==> src/rtl/fetch_pkg.sv <==
// Shared types and constants for the instruction-fetch sequencer.
package fetch_pkg;

  localparam int unsigned DBITS_DEF       = 32;
  localparam logic [31:0] START_PC_DEF    = 32'h40;
  localparam int unsigned INSTR_BYTES_DEF = 4;
  localparam logic [31:0] ALIGN_MASK      = ~32'h3;

  typedef enum logic [1:0] {
    IDLE  = 2'd0,
    FETCH = 2'd1,
    HOLD  = 2'd2,
    DRAIN = 2'd3
  } fetch_state_e;

endpackage

==> src/rtl/fetch_ctrl_reg.sv <==
// Shared Register block: width-parameterised register with write enable and
// synchronous active-high reset to a configurable value.
module fetch_ctrl_reg #(
  parameter int unsigned            WIDTH       = 32,
  parameter logic [WIDTH-1:0]       RESET_VALUE = '0
) (
  input  logic             i_clk,
  input  logic             i_res,
  input  logic             i_we,
  input  logic [WIDTH-1:0] i_d,
  output logic [WIDTH-1:0] o_q
);

  logic [WIDTH-1:0] r_q;

  always_ff @(posedge i_clk) begin
    if (i_res) begin
      r_q <= RESET_VALUE;
    end else if (i_we) begin
      r_q <= i_d;
    end
  end

  assign o_q = r_q;

endmodule

==> src/rtl/fetch_ctrl.sv <==
// Instruction-fetch sequencer: owns the PC, runs the req/ack handshake to
// instruction memory and hands words to decode, squashing stale fetches.
module fetch_ctrl
  import fetch_pkg::*;
#(
  parameter int unsigned      DBITS       = DBITS_DEF,
  parameter logic [DBITS-1:0] START_PC    = DBITS'(START_PC_DEF),
  parameter int unsigned      INSTR_BYTES = INSTR_BYTES_DEF
) (
  input  logic             clk,
  input  logic             res,
  input  logic             redirect,
  input  logic [DBITS-1:0] redirectPc,
  output logic             imemReq,
  output logic [DBITS-1:0] imemAddr,
  input  logic             imemAck,
  input  logic [DBITS-1:0] imemData,
  output logic             instrValid,
  input  logic             instrReady,
  output logic [DBITS-1:0] instr,
  output logic [DBITS-1:0] instrPc,
  output logic [DBITS-1:0] fetchPc,
  output fetch_state_e     dbgState
);

  // Handshakes: imemReq/imemAddr stay put until the one-cycle imemAck, and an
  // ack seen while imemReq is low is ignored. instrValid/instr/instrPc hold
  // until instrReady; a word moves only on instrValid & instrReady w/o redirect.

  localparam logic [DBITS-1:0] ALIGN = {{(DBITS-2){1'b1}}, 2'b00};
  localparam logic [DBITS-1:0] INC   = DBITS'(INSTR_BYTES);

  fetch_state_e     r_state;
  fetch_state_e     w_state_nxt;
  logic [DBITS-1:0] w_pc;
  logic [DBITS-1:0] w_req_addr;
  logic [DBITS-1:0] w_pc_d;
  logic [DBITS-1:0] w_req_d;
  logic [DBITS-1:0] w_redir_pc;
  logic             w_pc_we;
  logic             w_req_we;
  logic             w_load;
  logic             w_valid_nxt;

  logic [DBITS-1:0] r_instr;
  logic [DBITS-1:0] r_instr_pc;
  logic             r_instr_valid;

  assign w_redir_pc = redirectPc & ALIGN;

  fetch_ctrl_reg #(
    .WIDTH      (DBITS),
    .RESET_VALUE(START_PC)
  ) u_pc (
    .i_clk(clk),
    .i_res(res),
    .i_we (w_pc_we),
    .i_d  (w_pc_d),
    .o_q  (w_pc)
  );

  fetch_ctrl_reg #(
    .WIDTH      (DBITS),
    .RESET_VALUE(START_PC)
  ) u_req_addr (
    .i_clk(clk),
    .i_res(res),
    .i_we (w_req_we),
    .i_d  (w_req_d),
    .o_q  (w_req_addr)
  );

  always_ff @(posedge clk) begin
    if (res) begin
      r_state <= IDLE;
    end else begin
      r_state <= w_state_nxt;
    end
  end

  always_comb begin
    w_state_nxt = r_state;
    w_pc_we     = 1'b0;
    w_pc_d      = w_pc;
    w_req_we    = 1'b0;
    w_req_d     = w_pc;
    w_load      = 1'b0;
    w_valid_nxt = r_instr_valid;

    // Redirect outranks every other event: new PC, nothing held survives.
    if (redirect) begin
      w_pc_we     = 1'b1;
      w_pc_d      = w_redir_pc;
      w_valid_nxt = 1'b0;
    end

    case (r_state)
      IDLE: begin
        w_req_we    = 1'b1;
        w_req_d     = redirect ? w_redir_pc : w_pc;
        w_state_nxt = FETCH;
      end
      FETCH: begin
        if (redirect) begin
          if (imemAck) begin
            w_req_we = 1'b1;
            w_req_d  = w_redir_pc;
          end else begin
            // Address may not move mid-request; wait out the old one.
            w_state_nxt = DRAIN;
          end
        end else if (imemAck) begin
          w_load      = 1'b1;
          w_valid_nxt = 1'b1;
          w_pc_we     = 1'b1;
          w_pc_d      = w_req_addr + INC;
          w_state_nxt = HOLD;
        end
      end
      HOLD: begin
        if (redirect) begin
          w_req_we    = 1'b1;
          w_req_d     = w_redir_pc;
          w_state_nxt = FETCH;
        end else if (instrReady) begin
          w_valid_nxt = 1'b0;
          w_req_we    = 1'b1;
          w_req_d     = w_pc;
          w_state_nxt = FETCH;
        end
      end
      DRAIN: begin
        if (imemAck) begin
          w_req_we    = 1'b1;
          w_req_d     = redirect ? w_redir_pc : w_pc;
          w_state_nxt = FETCH;
        end
      end
      default: w_state_nxt = IDLE;
    endcase
  end

  always_ff @(posedge clk) begin
    if (res) begin
      r_instr       <= '0;
      r_instr_pc    <= '0;
      r_instr_valid <= 1'b0;
    end else begin
      r_instr_valid <= w_valid_nxt;
      if (w_load) begin
        r_instr    <= imemData;
        r_instr_pc <= w_req_addr;
      end
    end
  end

  assign imemReq    = (r_state == FETCH) || (r_state == DRAIN);
  assign imemAddr   = w_req_addr;
  assign fetchPc    = w_pc;
  assign instrValid = r_instr_valid;
  assign instr      = r_instr;
  assign instrPc    = r_instr_pc;
  assign dbgState   = r_state;

endmodule

==> config.mk <==
export PLATFORM = sky130hd
export DESIGN_NAME = fetch_ctrl
export DESIGN_NICKNAME = d
export VERILOG_FILES = /design/src/rtl/fetch_pkg.sv /design/src/rtl/fetch_ctrl_reg.sv /design/src/rtl/fetch_ctrl.sv
export SDC_FILE = /design/constraint.sdc
export NUM_CORES = 1
export LEC_CHECK = 0
export BUFFER_PORTS_ARGS = -buffer_cell sky130_fd_sc_hd__buf_2
export CAP_MARGIN = 20
export CORE_AREA = 2 2 129 131
export DETAILED_ROUTE_END_ITERATION = 8
export DIE_AREA = 0 0 131 133
export SLEW_MARGIN = 15
export SYNTH_ARGS = -nofsm -noshare
export SYNTH_HDL_FRONTEND = slang
export SYNTH_SLANG_ARGS = --single-unit
export TNS_END_PERCENT = 100
==> constraint.sdc <==
create_clock -name clk -period 2.65 [get_ports clk]
set_input_delay 0.3975 -clock clk [delete_from_list [all_inputs] [get_ports clk]]
set_output_delay 0.3975 -clock clk [all_outputs]
set_load 0.05 [all_outputs]
== Word level (Yosys, flattened, before mapping) ==
Index checks and enable logic that the tools add are counted.

* Bits in registers: 131
* Word-level logic and storage cells: 50

* Equal/unequal tests: 7
* Reduce and logical (&&, ||, !) cells: 4
* Add/subtract/negate cells: 1
* Mux-type cells: 32

{| class="wikitable"
|+ Operators by type and width
! kind !! number
|-
| two-way mux 32 bit || 7
|-
| one-hot mux 32 bit (3 select lines) || 1
|-
| adder 32 x 3 -> 32 bit (second input constant) || 1
|-
| two-way mux 1 bit || 15
|-
| two-way mux 2 bit || 6
|-
| != test 3 bit (second input constant) || 3
|-
| one-hot mux 2 bit (4 select lines) || 1
|-
| equality test 2 bit (second input constant) || 2
|-
| one-hot mux 1 bit (4 select lines) || 1
|-
| AND reduction 4 bit || 1
|-
| equality test 2 x 1 -> 1 bit (second input constant) || 1
|-
| zero test 2 bit || 1
|-
| != test 2 bit (second input constant) || 1
|-
| one-hot mux 1 bit (2 select lines) || 1
|-
| OR reduction 2 bit || 1
|-
| logical OR 1 bit || 1
|}

== Logic depth before layout (Yosys ltp) ==
* Word-level depth: 4
* Depth in mapped cells: 10

== Modules after synthesis ==
Synthesis repeated with hierarchy kept, for this count alone.

* Cell total of the unflattened synthesis: 871
* Area, all modules: 6,767.7 µm²

{| class="wikitable"
|+ By module, submodules not included
! module !! instances !! area an instance (µm²) !! cells each !! seq. area each (µm²)
|-
| fetch_ctrl || 1 || 4,435.5 || 665 || 1,341.3
|-
| fetch_ctrl_reg || 2 || 1,166.1 || 103 || 640.6
|}

== Least setup slack after synthesis ==
OpenSTA, ideal clock, no wires.

* Kind: reg2reg
* From: register r_state[1] (netlist: dbgState[1])
* To: register u_req_addr.r_q[14] (netlist: u_req_addr.o_q[14])
* Data arrival time: 2.228 ns
* Setup time: 0.070 ns
* Cell stages (with the launch flop): 11
* Path buffers: 4
* Setup slack: 0.352 ns
* Clock period less this slack: 2.298 ns
* Cell sequence: dfxtp_1 -> inv_1 -> ha_1 -> buf_2 -> and2_1 -> buf_2 -> a221oi_4 -> buf_4 -> buf_6 -> nand2_1 -> a21oi_1

* Word-level cells in the longest chain between the ends: 3
* Elaborated cells on any way between the ends: 7
* Those cells by class: 3 x eq/ne; 2 x mux; 2 x reduce/logical

{| class="wikitable"
|+ RTL lines
! item !! line !! text
|-
| from (decl) || fetch_ctrl.sv:33 || <nowiki>fetch_state_e r_state;</nowiki>
|-
| from (signal assigned) || fetch_ctrl.sv:77 || <nowiki>r_state <= w_state_nxt;</nowiki>
|-
| equality test 2 bit or zero test 2 bit (tied branches) || fetch_ctrl.sv:97 || <nowiki>case (r_state)</nowiki>
|-
| OR reduction 2 bit (no line) || n/a ||
|-
| one-hot mux 32 bit (3 select lines) || fetch_ctrl.sv:97 ||
|-
| to (signal assigned) || fetch_ctrl_reg.sv:20 || <nowiki>r_q <= i_d;</nowiki>
|-
| to (decl) || fetch_ctrl_reg.sv:14 || <nowiki>logic [WIDTH-1:0] r_q;</nowiki>
|}

Parallel ways exist; a longest one is shown, timed or not.
A chain may end at the register's enable or synchronous reset.

== Worst setup path in the final report ==
* From: register r_state[0] (netlist: dbgState[0])
* To: register u_req_addr.r_q[29] (netlist: u_req_addr.o_q[29])

Same word-level chain as after synthesis.

==> impl_metrics.py <==
metrics = {
    "logic_synthesis": {
        "synth_area_mm2": 0.006280,
        "syn_inst": 796,
        "ys.warnings.count": 0,
        "ys.flop_type": "dfxtp_1",
        "ys_seq_area_frac": 0.4176,
        "synth_area_leader_cell": "dfxtp_1",
        "synth_cell_type_count": 55,
        "syn_nets": 870,
        "ys_seq_elements": 131,
        "synth_top_cell_area_share": 0.4176,
        "avgSynthCellArea_um2": 7.889,
        "synth_area_leaders": "dfxtp_1 42%, nand2_1 13%, a21oi_1 8.6%",
        "synth_edf_count": 0,
        "async_reset_ff_frac": 0,
    },
    "layout": {
        "n_antenna_cell": 0,
        "multiInputGateArea_mm2": 0.003294,
        "seq_area_mm2": 0.002623,
        "final_cell_mix": "216 x nand2_1, 197 x buf_2, 131 x dfxtp_1",
        "final_common_cell": "nand2_1",
        "area_delta_synth_final_pct": 28.41,
        "final_nets": 1050,
        "fillers": 1637,
        "drive_gt1_frac": 0.2851,
    },
    "detailed_routing": {
        "route.detailed.drc": 0,
        "dr.pass1.iters": 5,
        "routed_via_density": 5.345,
        "wl_um": 20760,
        "route.antenna.remaining_nets": 0,
        "drt_iter0_drc": 498,
        "vias": 6462,
        "wire_per_inst_um": 17.17,
    },
    "critical_path": {
        "cp_slowest_stage_delay_ns": 0.50,
        "worstPathArrival_ns": 2.65,
        "crit_slowest_cell": "nor2_1",
        "rr_worst_depth": 8,
        "cp-start-kind": "register",
        "r2r-start": "dbgState[0]",
        "crit_chain": "inv_1, ha_1, a211oi_2, nor2_1, buf_4, a221oi_1, a311o_1, a21oi_1",
        "crit_fanout": 14,
        "r2r_slack_ns": 0.35,
        "worstPathRequired_ns": 3.00,
        "path_class": "reg -> reg",
        "reg2reg_to": "u_req_addr.o_q[29]",
        "cp-end-kind": "register",
    },
    "placement": {
        "hpwl_um": 13870,
        "port_buffers": 198,
        "place.gp.congestion": 0.8024,
    },
    "clock_tree": {
        "clockBufferDepth": 2,
        "cts.sinks": 131,
        "post-cts-setup-buffers": 0,
        "cts_hold_buf": 0,
        "cts.reportedPaths.clkPinSlew_ns": 0.06,
        "cts_tree": "built",
        "numCtsBuffers": 17,
        "htree_levels": 4,
        "clock_latency_ns": 0.42,
        "root_buffer": "clkbuf_16",
    },
    "timing": {
        "finClkSkew_ns": 0.008651,
        "worstMarginPinSlew_ns": 0.7065,
        "slew_headroom": 0.5279,
        "final.setup.tns_ns": 0,
        "max_freq_mhz": 434.2,
        "slew_violations": 0,
        "setup_viol": 0,
        "hold_viol_final": 0,
        "fin_hold_ws_ns": 0.2042,
        "rsz0062_at_grt": "no",
        "min_period_ns": 2.303,
        "post-route-period-util": 0.8691,
    },
    "pwr": {
        "ir_drop_v": 0.0004602,
        "cellPowerDensity_mw_per_mm2": 780.9,
        "p_leak_nw": 3.422,
    },
    "floorplan": {
        "initial_core_util": 0.3883,
        "fp.dieW_um": 131,
        "io_pins": 201,
        "rows": 47,
        "die_h_um": 133,
        "core_region_area_mm2": 0.01617,
        "die_area_mm2": 0.01742,
    },
    "status": {
        "outcome": "completed",
    },
    "global_route": {
        "grt_max_degree": 128,
        "grt_pass1_vias": 5809,
        "antenna_found_initial": 0,
        "gr-total-overflow": 0,
        "grt_pass1_wl_um": 31680,
        "grt_use_total": 0.2347,
    },
    "min_path": {
        "min_from": "imemData[19]",
        "hold_class": "in -> reg",
        "min_to": "instr[19]",
        "min_path_cells": 3,
    },
    "run": {
        "cap_viol_max_count": 0,
    },
}
critical path, delay by kind of cell, from the launching register on:
family | cells | cell delay (ns)
AO/OA/AOI/OAI | 4 | 0.58
adder cells (fa/ha/maj) | 1 | 0.35
AND/OR/NAND/NOR | 1 | 0.50
flip-flops | 1 | 0.35
buffers and inverters | 2 | 0.44
synthesized netlist by cell type, types with 3 or more instances:
cell type / number
and2_1: 6
inv_1: 12
nor2_1: 43
a311oi_1: 5
a211oi_1: 6
a21oi_1: 108
xnor2_1: 5
ha_1: 5
dfxtp_1: 131
a211oi_2: 8
clkbuf_1: 38
o32ai_1: 4
buf_2: 25
a311o_1: 20
nor3_1: 9
and3_1: 9
o21ai_0: 19
a221oi_1: 34
mux2i_1: 6
nand3_1: 12
nand4_1: 7
nor4_1: 3
nand2_1: 217
xor2_1: 16
or3_1: 10
routing by layer:
metal  global-route usage  wire [um]  vias to the layer above
met3              0.05216       1385                       28
met2               0.3670       9643                      230
met1               0.3160       9291                     3038
met5                    0          0                        -
met4              0.08570        440                        0
li1                     -          -                     3166
where the power goes:
group / internal, mW / leakage (nW) / switching [mW]
registers: 2.12 / 1.07 / 0.193
clock network: 1.31 / 0.270 / 0.947
logic: 0.515 / 2.08 / 1.22
repair_timing:
action / CTS / global route
resized for setup: 0 / 1
endpoints found under the hold margin: 0 / 0
setup endpoints to repair: 0 / 1
state kept, by name, summed over array words and instances (netlist names):
name,count
dbgState,2
instr,32
instrPc,32
instrValid,1
u_pc.o_q,32
u_req_addr.o_q,32
cells by family (layout without fill, tap and decap cells):
family                     Yosys count  count (layout)  share of synthesized area
xor gates and xnor gates            21              21                    0.02929
muxes                                6               6                   0.009564
buffers and inverters               82             275                    0.05977
AOI/OAI and AO/OA                  220             220                     0.2381
adders and majority gates            5               5                   0.009962
DFF                                131             131                     0.4176
and+or+nand+nor                    331             331                     0.2357
worst max-delay path by stage:
| stage | start | endpoint | cells past startpoint |
|---|---|---|---|
| floorplan | dbgState[1] | u_req_addr.o_q[14] | 10 |
| global route | dbgState[1] | u_pc.o_q[21] | 7 |
| finish | dbgState[0] | u_req_addr.o_q[29] | 8 |
| detailed placement | imemAck | u_pc.o_q[21] | 6 |
| CTS | dbgState[1] | u_pc.o_q[21] | 7 |
| global placement | imemAck | u_pc.o_q[21] | 6 |
final cells by class:
| class | count | area share |
|---|---|---|
| clock buffers | 19 | 0.05369 |
| clock inverters | 13 | 0.01583 |
| inverters | 13 | 0.006051 |
| multi-input cells | 583 | 0.4085 |
| flip-flops and latches | 131 | 0.3252 |
| well taps | 220 | 0.03414 |
| repair buffers | 230 | 0.1566 |
stage by stage:
stage | setup WS, ns | power, mW | instance area (um2) | instances | util
final | 0.3468 | 6.297 | 8064 | 1209 | 0.4986
after global routing | 0.1832 | 6.584 | 8064 | 1209 | 0.4986
after CTS | 0.2176 | 6.347 | 8060 | 1209 | 0.4984
after detailed placement | 0.2255 | 4.083 | 7500 | 1177 | 0.4638
after global placement | 0.2203 | 4.073 | 7500 | 1177 | 0.4638
after floorplan | 0.3519 | 3.583 | 6280 | 796 | -
Note: power is estimated with default switching activity, not from simulation.
